--- src/rtl/channel_arbiter.sv ---
// Round-robin arbiter sharing one valid/ready consumer between NUM_CH two-phase token channels.
// A channel is granted for GRANT_LEN cycles, acknowledges by dropping its request, and its data is then forwarded.
module channel_arbiter #(
   parameter  int NUM_CH    = 4,
   parameter  int data_size = 8,
   parameter  int GRANT_LEN = 2,
   parameter  int TIMEOUT   = 16,
   localparam int CH_W      = $clog2(NUM_CH)
) (
   input  logic                        clk,
   input  logic                        rst_n,
   input  logic [NUM_CH-1:0]           ch_request,
   input  logic [NUM_CH*data_size-1:0] ch_data,
   output logic [NUM_CH-1:0]           ch_grant,
   output logic                        o_valid,
   input  logic                        o_ready,
   output logic [data_size-1:0]        o_data,
   output logic [CH_W-1:0]             o_ch,
   output logic                        busy,
   output logic                        timeout_err
);

   localparam int CNT_W = 8;

   typedef enum logic [2:0] {
      S_IDLE,
      S_GRANT,
      S_WAIT_ACK,
      S_CAPTURE,
      S_OUT
   } state_t;

   state_t              state, state_d;
   logic [NUM_CH-1:0]   req_m, req_s;
   logic [CH_W-1:0]     sel, sel_d, ptr, ptr_d, next_ptr, rr_sel;
   logic [CNT_W-1:0]    cnt, cnt_d;
   logic                rr_any, timeout_hit;
   logic [NUM_CH-1:0]   grant_d;
   logic                valid_d, busy_d, terr_d;

   // Lowest requesting index at or above start, wrapping modulo NUM_CH.
   function automatic logic [CH_W-1:0] rr_pick(input logic [NUM_CH-1:0] req,
                                                input logic [CH_W-1:0]   start);
      logic [CH_W:0]   sum;
      logic [CH_W-1:0] idx;
      rr_pick = '0;
      for (int i = NUM_CH - 1; i >= 0; i--) begin
         sum = {1'b0, start} + (CH_W+1)'(i);
         if (sum >= (CH_W+1)'(NUM_CH))
            sum = sum - (CH_W+1)'(NUM_CH);
         idx = sum[CH_W-1:0];
         if (req[idx])
            rr_pick = idx;
      end
   endfunction

   // Requests come from another clock domain; only the second flop is ever looked at.
   // NOTE: sequential state uses non-blocking assignments so every flop samples pre-edge values.
   always_ff @(posedge clk or negedge rst_n) begin
      if (!rst_n) begin
         req_m <= '0;
         req_s <= '0;
      end else begin
         req_m <= ch_request;
         req_s <= req_m;
      end
   end

   assign rr_any   = |req_s;
   assign rr_sel   = rr_pick(req_s, ptr);
   assign next_ptr = (sel == CH_W'(NUM_CH - 1)) ? '0 : sel + 1'b1;

   // State register, together with the datapath registers and the registered outputs.
   always_ff @(posedge clk or negedge rst_n) begin
      if (!rst_n) begin
         state       <= S_IDLE;
         sel         <= '0;
         ptr         <= '0;
         cnt         <= '0;
         ch_grant    <= '0;
         o_valid     <= 1'b0;
         busy        <= 1'b0;
         timeout_err <= 1'b0;
         o_data      <= '0;
         o_ch        <= '0;
      end else begin
         state       <= state_d;
         sel         <= sel_d;
         ptr         <= ptr_d;
         cnt         <= cnt_d;
         ch_grant    <= grant_d;
         o_valid     <= valid_d;
         busy        <= busy_d;
         timeout_err <= terr_d;
         if (state == S_CAPTURE) begin
            o_data <= ch_data[sel*data_size +: data_size];
            o_ch   <= sel;
         end
      end
   end

   // NOTE: every variable gets a default at the top so no path can leave one unassigned (no latches).
   always_comb begin
      state_d     = state;
      sel_d       = sel;
      ptr_d       = ptr;
      cnt_d       = cnt;
      timeout_hit = 1'b0;
      case (state)
         S_IDLE: begin
            if (rr_any) begin
               sel_d   = rr_sel;
               cnt_d   = CNT_W'(GRANT_LEN);
               state_d = S_GRANT;
            end
         end
         S_GRANT: begin
            if (cnt == CNT_W'(1)) begin
               cnt_d   = CNT_W'(TIMEOUT);
               state_d = S_WAIT_ACK;
            end else begin
               cnt_d = cnt - 1'b1;
            end
         end
         S_WAIT_ACK: begin
            if (!req_s[sel]) begin
               state_d = S_CAPTURE;
            end else if (cnt == '0) begin
               ptr_d       = next_ptr;
               timeout_hit = 1'b1;
               state_d     = S_IDLE;
            end else begin
               cnt_d = cnt - 1'b1;
            end
         end
         S_CAPTURE: state_d = S_OUT;
         S_OUT: begin
            if (o_ready) begin
               ptr_d   = next_ptr;
               state_d = S_IDLE;
            end
         end
         default: state_d = S_IDLE;
      endcase
   end

   // Output decode from the next state, so the registered outputs line up with the state they describe.
   always_comb begin
      grant_d = '0;
      if (state_d == S_GRANT)
         grant_d[sel_d] = 1'b1;
      valid_d = (state_d == S_OUT);
      busy_d  = (state_d != S_IDLE);
      terr_d  = timeout_hit;
   end

endmodule

--- config.mk ---
export PLATFORM = sky130hd
export DESIGN_NAME = channel_arbiter
export DESIGN_NICKNAME = d
export VERILOG_FILES = /design/src/rtl/channel_arbiter.sv
export SDC_FILE = /design/constraint.sdc
export NUM_CORES = 1
export LEC_CHECK = 0
export CAP_MARGIN = 40
export CORE_MARGIN = 5
export CORE_UTILIZATION = 52
export DETAILED_ROUTE_END_ITERATION = 8
export PLACE_DENSITY = 0.89
export SLEW_MARGIN = 20
export SYNTH_ARGS = -nofsm -noshare
export SYNTH_HDL_FRONTEND = slang
export SYNTH_SLANG_ARGS = --single-unit
--- constraint.sdc ---
create_clock -name clk -period 5.65 [get_ports clk]
set_input_delay 1.4125 -clock clk [delete_from_list [all_inputs] [get_ports clk]]
set_output_delay 1.4125 -clock clk [all_outputs]
set_load 0.05 [all_outputs]
==> reports/qor.yml <==
routing:
  wl_met1_mm: 2.06
  drtPass1Iterations: 4
  vias: 1633
  drtAntennaViolNets: 0
  dr_wl_met3_um: 439
  drt_iter0_drc: 87
  routedWlPerCell_um: 17.8
  vias_per_cell: 5.83
  drt_wl_total_mm: 4.98
  drcViolationCount: 0
  top_layer: "met4"
  met2WireLength_mm: 2.42
synth:
  syn_area_per_cell_um2: 11.8
  ys_types: 42
  synth.cell_area_mm2: 0.00206
  syn-num-nets: 218
  syn_inst: 175
  synth_top_area_cell: "dfrtp_1"
  yosysTopAreaCellShare_pct: 48.5
  ys_seq_area_share_pct: 48.5
  synth-seq-cells: 40
  synth_area_leaders: "dfrtp_1 48%, mux4_2 8.7%, mux2_2 7.6%"
  synth_edf_count: 0
  synthArstFlopShare_pct: 100
  ys.flop_type: "dfrtp_1"
  yosysWarnings: 0
  yosysMostFrequentCell: "dfrtp_1"
  synth_common_cells: "40 x dfrtp_1, 14 x mux2_2, 13 x o21ai_0, 10 x nand2_1, 10 x nor2_1"
sta:
  tightest_slew_ns: 0.730
  finalMaxSlewViolations: 0
  rsz0062_at_grt: "no"
  fmax_ghz: 0.343
  finClkSkew_ns: 0.0119
  post-route-min-period_ns: 2.91
  setup_violations: 0
  hold_viol: 0
  totalNegativeSetupSlack_ns: 0
  min_period_over_period_pct: 51.5
  max-slew-margin-rel_pct: 51.4
grt:
  grt_max_degree: 30
  grt_overflow_total: 0
  grt_pass1_vias: 1616
  grt_first_pass_wirelength_mm: 8.09
  antenna_found_initial: 0
  grtUsageTotal_pct: 20.2
clock_network:
  cts_made_buffers: 5
  cts_max_level: 2
  clkSinkCount: 40
  postCtsHoldBufs: 0
  cts_tree: "yes"
  clk_path_buf_depth: 2
  insertion_delay_ns: 0.30
  cts_root_buf: "clkbuf_8"
  postCtsSetupBuffers: 0
  cts_resized: 0
  clk_pin_slew_ns: 0.09
die:
  initial_core_util_pct: 52.7
  die_x_um: 73.0
  ios: 56
  die_h_um: 73.0
  rows: 23
  die_area_mm2: 0.00533
  core_mm2: 0.00391
pwr:
  peakVddDrop_uv: 302
  power_density_mw_per_mm2: 511
  p_leak_uw: 0.00112
final_layout:
  fin_util_pct: 70.0
  layout-drive-gt1-share_pct: 16.1
  antenna_cells: 0
  syn_to_final_growth_pct: 32.7
  num-fill-cells: 295
  final_nets: 272
critical_path:
  crit_family: "buffers and inverters"
  crit_fanout: 2
  cp.required_ns: 4.24
  arrival_ns: 1.50
  crit_chain: "clkdlybuf4s50_1"
  endpoint_kind: "primary output"
  crit_slowest_cell: "clkdlybuf4s50_1"
  crit_buf_inv: 1
  worstSetupPathType: "reg -> out"
  critical-path-max-stage-delay_ns: 0.84
  critPathLaunchType: "flip-flop"
placed_design:
  dp_hpwl_mm: 3.82
  port_buffers: 55
  globalplace.congestion: 0.872
outcome:
  status: "finished, final reports clean"
worst_hold_path:
  min_path_type: "reg -> reg"
run:
  maxCapViolations: 0
## per-layer routing
metal  vias to the layer above  GRT usage [%]
li1                        769              -
met3                         7           6.34
met1                       789           25.8
met5                         -              0
met2                        68           32.6
met4                         0           6.76
## cell families (layout without fill, tap and decap cells)
| logic type | count (synthesis) | in the layout | synth area share, % |
|---|---|---|---|
| adder cells (fa/ha/maj) | 4 | 4 | 2.42 |
| buffers and inverters | 16 | 71 | 3.27 |
| AND/OR/NAND/NOR | 51 | 51 | 15.1 |
| multiplexers | 24 | 24 | 17.3 |
| AO/OA/AOI/OAI | 40 | 40 | 13.4 |
| flip-flops | 40 | 40 | 48.5 |
## power breakdown
group	internal (uW)	switching, uW
Sequential	378	110
Combinational	324	397
Clock	86.1	104
Total	788	611
## sequential cells by signal, summed over array words and instances (netlist names)
signal	flops
o_ch	2
req_s	4
o_valid	1
ch_grant	4
o_data	8
sel	2
busy	1
timeout_err	1
ptr	2
state	3
cnt	8
req_m	4
## cell usage in the layout (no fill, tap or decap), types with 5 or more instances in the layout
cell             synthesis  final
inv_1                    7      7
dfrtp_1                 40     40
mux4_2                   8      8
a21oi_1                  5      5
mux2_2                  14     14
o21ai_0                 13     13
clkdlybuf4s50_1          0     54
clkbuf_8                 0      5
nand2_1                 10     10
a32o_1                   5      5
nor2_1                  10     10
nor3_1                   5      5
## metrics by stage
| stage | power [uW] | hold slack (ns) | setup WS [ns] | std cells | instance area (um^2) |
|---|---|---|---|---|---|
| finish | 1400 | 0.351 | 2.74 | 280 | 2740 |
| floorplan | 1000 | 0.331 | 3.42 | 175 | 2060 |
| global placement | 1190 | 0.332 | 2.98 | 271 | 2630 |
| CTS | 1410 | 0.352 | 2.72 | 280 | 2740 |
| detailed placement | 1220 | 0.336 | 2.94 | 272 | 2650 |
| global route | 1490 | 0.363 | 2.70 | 280 | 2740 |
## final cells by class
| class | instances | area, um^2 | share of cell area (%) |
|---|---|---|---|
| Inverter | 7 | 26.3 | 0.959 |
| Sequential cell | 40 | 1000 | 36.5 |
| Clock buffer | 5 | 68.8 | 2.51 |
| Clock inverter | 3 | 18.8 | 0.685 |
| Tap cell | 50 | 62.6 | 2.28 |
| Multi-Input combinational cell | 119 | 996 | 36.4 |
| Timing Repair Buffer | 56 | 566 | 20.6 |
## path summary, 6_finish.rpt
check,from,cells past startpoint,slack [ns],to
setup / recovery,o_data[5],1,2.74,o_data[5]
hold / removal,req_m[3],0,0.35,req_s[3]
setup reg to reg,cnt[1],7,3.26,cnt[2]
hold reg to reg,req_m[3],0,0.35,req_s[3]
max in group asynchronous,rst_n,2,4.22,cnt[3]
min in group asynchronous,rst_n,1,0.99,state[2]
(Power assumes the default switching activity.)
